## src/rtl/local_memory_fifo_ctrl_if.sv

```systemverilog
// Stream + memory-port bundle for the local memory FIFO controller.
// slave: controller side; master: producer/consumer/memory side.
interface local_memory_fifo_ctrl_if #(
  parameter int W_WIDTH = 16,
  parameter int W_ADDR  = 10
);
  logic               flush;
  logic [W_WIDTH-1:0] in_data;
  logic               in_valid;
  logic               in_ready;
  logic [W_WIDTH-1:0] out_data;
  logic               out_valid;
  logic               out_ready;
  logic [W_WIDTH-1:0] mem_data;
  logic [W_ADDR-1:0]  mem_wraddress;
  logic               mem_wren;
  logic [W_ADDR-1:0]  mem_rdaddress;
  logic [W_WIDTH-1:0] mem_q;
  logic               full;
  logic               empty;
  logic [W_ADDR+1:0]  level;

  modport slave (
    input  flush, in_data, in_valid,
    input  out_ready, mem_q,
    output in_ready, out_data, out_valid,
    output mem_data, mem_wraddress, mem_wren,
    output mem_rdaddress,
    output full, empty, level
  );

  modport master (
    output flush, in_data, in_valid,
    output out_ready, mem_q,
    input  in_ready, out_data, out_valid,
    input  mem_data, mem_wraddress, mem_wren,
    input  mem_rdaddress,
    input  full, empty, level
  );
endinterface

```

## src/rtl/local_memory_fifo_ctrl.sv

```systemverilog
// FIFO controller around a dual-port memory with a 2-entry output skid.
// Ports: MCLK, RST (async high), bus (slave: streams, mem ports, status).
module local_memory_fifo_ctrl #(
  parameter int W_WIDTH = 16,
  parameter int W_ADDR  = 10
) (
  input  logic MCLK,
  input  logic RST,
  local_memory_fifo_ctrl_if.slave bus
);

  localparam int LW = W_ADDR + 2;
  localparam logic [W_ADDR:0] DEPTH_C =
    {1'b1, {W_ADDR{1'b0}}};

  logic [W_ADDR-1:0]  wr_ptr;
  logic [W_ADDR-1:0]  rd_ptr;
  logic [W_ADDR:0]    mem_cnt;
  logic               inflight;
  logic [1:0]         skid_cnt;
  logic [W_WIDTH-1:0] skid0;
  logic [W_WIDTH-1:0] skid1;

  logic          full_i;
  logic          in_rdy;
  logic          wr_acc;
  logic          rd_iss;
  logic          pop;
  logic          push;
  logic [1:0]    occ;
  logic [LW-1:0] lvl;

  // A pop in the same cycle frees a slot, so a read may
  // be issued against it; this keeps 1 word/cycle.
  always_comb begin
    full_i = (mem_cnt == DEPTH_C);
    in_rdy = !full_i && !bus.flush;
    wr_acc = bus.in_valid && in_rdy;
    pop    = (skid_cnt != 2'd0) && bus.out_ready;
    push   = inflight;
    occ    = skid_cnt + {1'b0, inflight};
    rd_iss = (mem_cnt != '0) && !bus.flush &&
             ((occ < 2'd2) || (pop && occ == 2'd2));
    lvl    = LW'(mem_cnt) + LW'(inflight) +
             LW'(skid_cnt);
  end

  assign bus.in_ready      = in_rdy;
  assign bus.mem_wren      = wr_acc;
  assign bus.mem_wraddress = wr_ptr;
  assign bus.mem_data      = bus.in_data;
  assign bus.mem_rdaddress = rd_ptr;
  assign bus.out_valid     = (skid_cnt != 2'd0);
  assign bus.out_data      = skid0;
  assign bus.full          = full_i;
  assign bus.level         = lvl;
  assign bus.empty         = (lvl == '0);

  always_ff @(posedge MCLK or posedge RST) begin
    if (RST) begin
      wr_ptr   <= '0;
      rd_ptr   <= '0;
      mem_cnt  <= '0;
      inflight <= 1'b0;
    end else if (bus.flush) begin
      wr_ptr   <= '0;
      rd_ptr   <= '0;
      mem_cnt  <= '0;
      inflight <= 1'b0;
    end else begin
      if (wr_acc) wr_ptr <= wr_ptr + W_ADDR'(1);
      if (rd_iss) rd_ptr <= rd_ptr + W_ADDR'(1);
      unique case (1'b1)
        wr_acc && !rd_iss:
          mem_cnt <= mem_cnt + (W_ADDR+1)'(1);
        rd_iss && !wr_acc:
          mem_cnt <= mem_cnt - (W_ADDR+1)'(1);
        default: ;
      endcase
      inflight <= rd_iss;
    end
  end

  // skid0 is always the head; skid1 only holds a
  // second word when two are buffered.
  always_ff @(posedge MCLK or posedge RST) begin
    if (RST) begin
      skid_cnt <= 2'd0;
      skid0    <= '0;
      skid1    <= '0;
    end else if (bus.flush) begin
      skid_cnt <= 2'd0;
    end else begin
      unique case (1'b1)
        push && pop: begin
          if (skid_cnt == 2'd2) begin
            skid0 <= skid1;
            skid1 <= bus.mem_q;
          end else begin
            skid0 <= bus.mem_q;
          end
        end
        push && !pop: begin
          if (skid_cnt == 2'd0) skid0 <= bus.mem_q;
          else                  skid1 <= bus.mem_q;
          skid_cnt <= skid_cnt + 2'd1;
        end
        pop && !push: begin
          skid0    <= skid1;
          skid_cnt <= skid_cnt - 2'd1;
        end
        default: ;
      endcase
    end
  end

endmodule
```

## src/flat_wrapper.sv

```systemverilog
// flat-port wrapper written by rule: the top's interface ports become plain ports
module local_memory_fifo_ctrl_flat 
#(
  parameter int W_WIDTH = 16,
  parameter int W_ADDR  = 10
)
  (MCLK, RST, bus_flush, bus_in_data, bus_in_valid, bus_out_ready, bus_mem_q, bus_in_ready, bus_out_data, bus_out_valid, bus_mem_data, bus_mem_wraddress, bus_mem_wren, bus_mem_rdaddress, bus_full, bus_empty, bus_level);
  local_memory_fifo_ctrl_if #(.W_WIDTH(W_WIDTH), .W_ADDR(W_ADDR)) bus_i ();
  input  logic MCLK;
  input  logic RST;
  input wire logic [$bits(bus_i.flush)-1:0] bus_flush;
  input wire logic [$bits(bus_i.in_data)-1:0] bus_in_data;
  input wire logic [$bits(bus_i.in_valid)-1:0] bus_in_valid;
  input wire logic [$bits(bus_i.out_ready)-1:0] bus_out_ready;
  input wire logic [$bits(bus_i.mem_q)-1:0] bus_mem_q;
  output wire logic [$bits(bus_i.in_ready)-1:0] bus_in_ready;
  output wire logic [$bits(bus_i.out_data)-1:0] bus_out_data;
  output wire logic [$bits(bus_i.out_valid)-1:0] bus_out_valid;
  output wire logic [$bits(bus_i.mem_data)-1:0] bus_mem_data;
  output wire logic [$bits(bus_i.mem_wraddress)-1:0] bus_mem_wraddress;
  output wire logic [$bits(bus_i.mem_wren)-1:0] bus_mem_wren;
  output wire logic [$bits(bus_i.mem_rdaddress)-1:0] bus_mem_rdaddress;
  output wire logic [$bits(bus_i.full)-1:0] bus_full;
  output wire logic [$bits(bus_i.empty)-1:0] bus_empty;
  output wire logic [$bits(bus_i.level)-1:0] bus_level;
  assign bus_i.flush = bus_flush;
  assign bus_i.in_data = bus_in_data;
  assign bus_i.in_valid = bus_in_valid;
  assign bus_i.out_ready = bus_out_ready;
  assign bus_i.mem_q = bus_mem_q;
  assign bus_in_ready = bus_i.in_ready;
  assign bus_out_data = bus_i.out_data;
  assign bus_out_valid = bus_i.out_valid;
  assign bus_mem_data = bus_i.mem_data;
  assign bus_mem_wraddress = bus_i.mem_wraddress;
  assign bus_mem_wren = bus_i.mem_wren;
  assign bus_mem_rdaddress = bus_i.mem_rdaddress;
  assign bus_full = bus_i.full;
  assign bus_empty = bus_i.empty;
  assign bus_level = bus_i.level;
  local_memory_fifo_ctrl #(.W_WIDTH(W_WIDTH), .W_ADDR(W_ADDR)) u_core (.MCLK(MCLK), .RST(RST), .bus(bus_i));
endmodule
```

## config.mk

```make
export PLATFORM = sky130hd
export DESIGN_NAME = local_memory_fifo_ctrl_flat
export DESIGN_NICKNAME = d
export VERILOG_FILES = /design/src/rtl/local_memory_fifo_ctrl_if.sv /design/src/rtl/local_memory_fifo_ctrl.sv /design/src/flat_wrapper.sv
export SDC_FILE = /design/constraint.sdc
export NUM_CORES = 1
export LEC_CHECK = 0
export ABC_CLOCK_PERIOD_IN_PS = 3300
export BUFFER_PORTS_ARGS = -buffer_cell sky130_fd_sc_hd__buf_4
export CAP_MARGIN = 25
export CORE_MARGIN = 8
export CORE_UTILIZATION = 48
export CTS_CLUSTER_DIAMETER = 100
export DETAILED_ROUTE_END_ITERATION = 10
export GPL_ROUTABILITY_DRIVEN = 0
export PLACE_DENSITY = 0.86
export SYNTH_ARGS = -nofsm -noshare
export SYNTH_HDL_FRONTEND = slang
export SYNTH_SLANG_ARGS = --single-unit
```

## constraint.sdc

```tcl
create_clock -name MCLK -period 3.3 [get_ports MCLK]
set_input_delay 0.66 -clock MCLK [delete_from_list [all_inputs] [get_ports MCLK]]
set_output_delay 0.66 -clock MCLK [all_outputs]
set_load 0.005 [all_outputs]
```

==> out/metrics.sh <==
DETAIL-ROUTE-ANTENNA-NETS=0
DETAIL_ROUTE.ITER0.VIOLATIONS=133
POWER_LEAKAGE_nW=2.34
SKEW_NS=0.00928
MIN-DELAY-PATH-CLASS='in -> async'
UNREPAIRED_SETUP_ENDPOINTS_AFTER_GLOBAL_ROUTING='true'
PIN_COUNT=106
RRSETUPSLACK_NS=0.11
SYN_NETS=478
CTS_MADE_BUFFERS=9
SETUP_VIOL=1
CRIT_PATH_START='u_core.inflight'
SYNTHDISTINCTLIBCELLS=61
SYNTH_TOP_FAMILY_BY_AREA='simple AND/OR/NAND/NOR gates'
POST-ROUTE-PERIOD-UTIL_PCT=102
YS_WARN_COUNT=0
DRC=0
NUMBER_OF_GLOBAL_ROUTE_VIAS_BEFORE_REPAIR=3428
YOSYSSEQAREASHARE_PCT=40.6
CTS.ROOT.BUFFER_CELL='clkbuf_8'
TOTAL_NUMBER_OF_VIAS=3438
UTILIZATION_PCT=60.6
SYNTH.AVG_CELL_AREA_UM2=9.63
GLOBALROUTEOVERFLOWTOTAL=0
SYNTH.MOST_COMMON_CELL='dfrtp_1'
SYNTH-XOR-AREA-SHARE_PCT=6.68
RESULT_OF_THE_RUN='complete, but fails checks'
NUM_ROWS=33
NUMBER_OF_ENABLE_TYPE_REGISTER_CELLS_IN_THE_SYNTHESIZED_NETLIST=0
SYNTH_TOP_CELL_AREA_SHARE_PCT=40.6
CRITPATHCAPTURE='bus_empty'
SYNTH_AREA_LEADER_CELL='dfrtp_1'
DRV_SLEW=0
PLACE.DETAILED.HPWL_UM=7480
HTREE_NUM_LEVELS=3
DIE_HEIGHT_UM=108
LARGEST_NET_DEGREE_AT_THE_START_OF_GLOBAL_ROUTING=44
PLACED_CELLS_INCL_TAPS=589
CP-END-KIND='output pin'
PORT_BUFFERS=73
CLOCK_TRANSITION_AT_THE_REGISTER_CLOCK_PINS_ON_THE_WORST_SETUP_AND_HOLD_PATHS_AFTER_CTS_NS=0.08
GLOBALROUTETOTALUTIL_PCT=17.2
DR.PASS1.ITERS=4
FINALHOLDVIOLCOUNT=0
CRIT_REQUIRED_NS=2.64
NUMBER_OF_NETS_IN_THE_FINISHED_DESIGN=554
FIN_CRIT_NS=3.37
SYNTH_FF_TYPE='dfrtp_1'
DRV.MAX_CAP_VIOLATION_COUNT=0
SYNTH_COMPOUND_GATE_AREA_SHARE_PCT=15.4
TOP_CELL_TYPES_BY_OCCURRENCE_AFTER_SYNTHESIS='dfrtp_1 (66), nor2_1 (56), nand2_1 (43)'
YOSYS.AREA_SHARE.SIMPLE_PCT=18.1
IR_WORST_VDD_mV=0.333
POSTSYNTHCELLCOUNT=422
ROUTED_WL_UM=10200
TRITONCTS='built'
FAILING_CHECKS='setup timing'
CRIT-REG2REG-CAPTURE='u_core.mem_cnt[10]'
SETUP_WS_NS=-0.0661
FLOORPLAN.DIE.WIDTH_UM=108
ANTENNA_FOUND_INITIAL=0
COREAREA_UM2=8220
DP_WORST_SETUP_SLACK_NS=0.0335
INSERTION_DELAY_TO_THE_LATER_SINK_OF_THE_WORST_SKEW_PAIR_NS=0.34
CRIT_FANOUT=2
FINAL-INSTANCE-COUNT-EXCL-FILL=608
GRT_FIRST_PASS_WIRELENGTH_UM=16500
POWER-PER-CELL-AREA_nW_PER_UM2=880
WORST_SLEW_MARGIN_REL_PCT=49.1
DESIGN.DIE.AREA_UM2=11700
R2R_START='u_core.skid_cnt[0]'
ASYNC_FLOP_SHARE_PCT=100
SYNTH-SEQ-CELLS=66
SLEW_AT_THE_PIN_CLOSEST_TO_ITS_MAX_SLEW_LIMIT_NS=0.763
NUMCLOCKSINKS=66
CRIT_TYPE='reg -> out'
CLOCK.FMAX_MHz=297
NETLIST_AREA_UM2=4070
CLK_PATH_BUF_DEPTH=2
POST_SYNTH_MUX_AREA_SHARE_PCT=6.16
AREA_GROWTH_FROM_SYNTHESIS_TO_LAYOUT_PCT=22.6
POST_ROUTE_CELLS_DRIVE_ABOVE_1_SHARE_PCT=29.8
SYNTH.AREA.TOP_CELLS='dfrtp_1 (41%), nor2_1 (5.2%), ha_1 (4.9%), nand2_1 (4.0%), xnor2_1 (3.7%)'
N_ANTENNA_CELL=0
WORST-R2R-CELL-COUNT=13
WIRE_LENGTH_PER_CELL_UM=16.8
CRIT_PATH_START_KIND='flip-flop'
POST_DRT_VIA_CELL_RATIO=5.65
POST_SYNTH_FA_HA_MAJ_AREA_FRACTION_PCT=6.40
CRITPATHARRIVALTIME_NS=2.71
START_UTIL_PCT=49.5
[state kept, by name (all words and copies together), names as in the netlist]
signal / count
u_core.bus.mem_rdaddress: 10
u_core.bus.mem_wraddress: 10
u_core.bus.out_data: 16
u_core.inflight: 1
u_core.mem_cnt: 11
u_core.skid1: 16
u_core.skid_cnt: 2
[layout make-up]
class	instances	area (um2)
fillers	689	3230
multi-input cells	307	2210
flip-flops and latches	66	1650
repair buffers	97	728
clock buffers	11	141
well taps	105	131
inverters	17	68.8
clock inverters	5	53.8
[cells by family (layout without fill, tap and decap cells)]
| family | count (synthesis) | count (layout) |
|---|---|---|
| buffers and inverters | 49 | 130 |
| DFF | 66 | 66 |
| xor gates and xnor gates | 31 | 31 |
| AOI/OAI and AO/OA | 84 | 84 |
| adders and majority gates | 19 | 19 |
| and+or+nand+nor | 151 | 151 |
| muxes | 22 | 22 |
[metal layers]
metal / routed length (um) / GRT usage (%)
met5: 0 / 0
met4: 138 / 7.33
met3: 630 / 3.51
met2: 5210 / 29.6
met1: 4260 / 20.4
[worst max-delay path, stage by stage, from the launching register on]
cell and delay, ns:
dfrtp_1 0.36, inv_2 0.06, fa_2 0.40, fa_2 0.55
nand4b_1 0.14, or4_4 0.51, nor4b_4 0.21, buf_4 0.14
[metrics by stage]
stage          hold WS [ns]  total power, W  area, um2  TNS, ns
3_3_place_gp          0.462         0.00346       4700        0
6_report              0.372         0.00438       4980  -0.0661
3_5_place_dp          0.469         0.00357       4700        0
5_1_grt               0.391         0.00468       4980   -0.151
2_1_floorplan         0.459         0.00279       4070        0
4_1_cts               0.372         0.00432       4930   -0.106
[worst min-delay path by stage]
| stage | to | startpoint | slack (ns) |
|---|---|---|---|
| 2_1_floorplan | u_core.skid1[0] | u_core.skid1[0] | 0.46 |
| 3_3_place_gp | u_core.bus.out_data[7] | u_core.bus.out_data[7] | 0.46 |
| 3_5_place_dp | u_core.bus.out_data[10] | u_core.bus.out_data[10] | 0.47 |
| 4_1_cts | u_core.bus.mem_rdaddress[5] | RST | 0.37 |
| 5_1_grt | u_core.bus.mem_rdaddress[2] | RST | 0.39 |
| 6_report | u_core.bus.mem_rdaddress[2] | RST | 0.37 |
[cell usage in the layout, fill, tap and decap left out, types with 3 or more instances in the layout]
cell type	n
a21o_1	9
a21oi_1	8
a221oi_1	16
a22oi_1	4
a311oi_1	7
and3_1	5
buf_4	97
clkbuf_8	10
clkinv_2	3
dfrtp_1	66
fa_2	3
ha_1	15
inv_1	11
inv_2	5
mux2_1	10
mux2_2	7
mux2i_1	3
nand2_1	43
nand2b_1	4
nand3_1	6
nand4_1	7
nor2_1	55
nor3_1	8
o211ai_1	3
o21a_1	3
o21ai_0	8
o21ai_1	10
or3_1	3
xnor2_1	17
xor2_1	14
[report_power, final]
part           internal, W  leakage (nW)  switching, W
Combinational      0.00114          1.39       0.00126
Clock             0.000367         0.103      0.000316
Sequential         0.00109         0.844      0.000213
Total              0.00260          2.34       0.00178
[repair_timing]
action                                 in CTS  in global routing
setup buffers                               3                  0
pin swaps                                   3                  5
setup endpoints to repair                   1                  3
endpoints found under the hold margin       0                  0
gates resized for setup                     5                 11
gates cloned                                0                  0
hold buffers                                0                  0
Power figures use the tool's default switching activity.
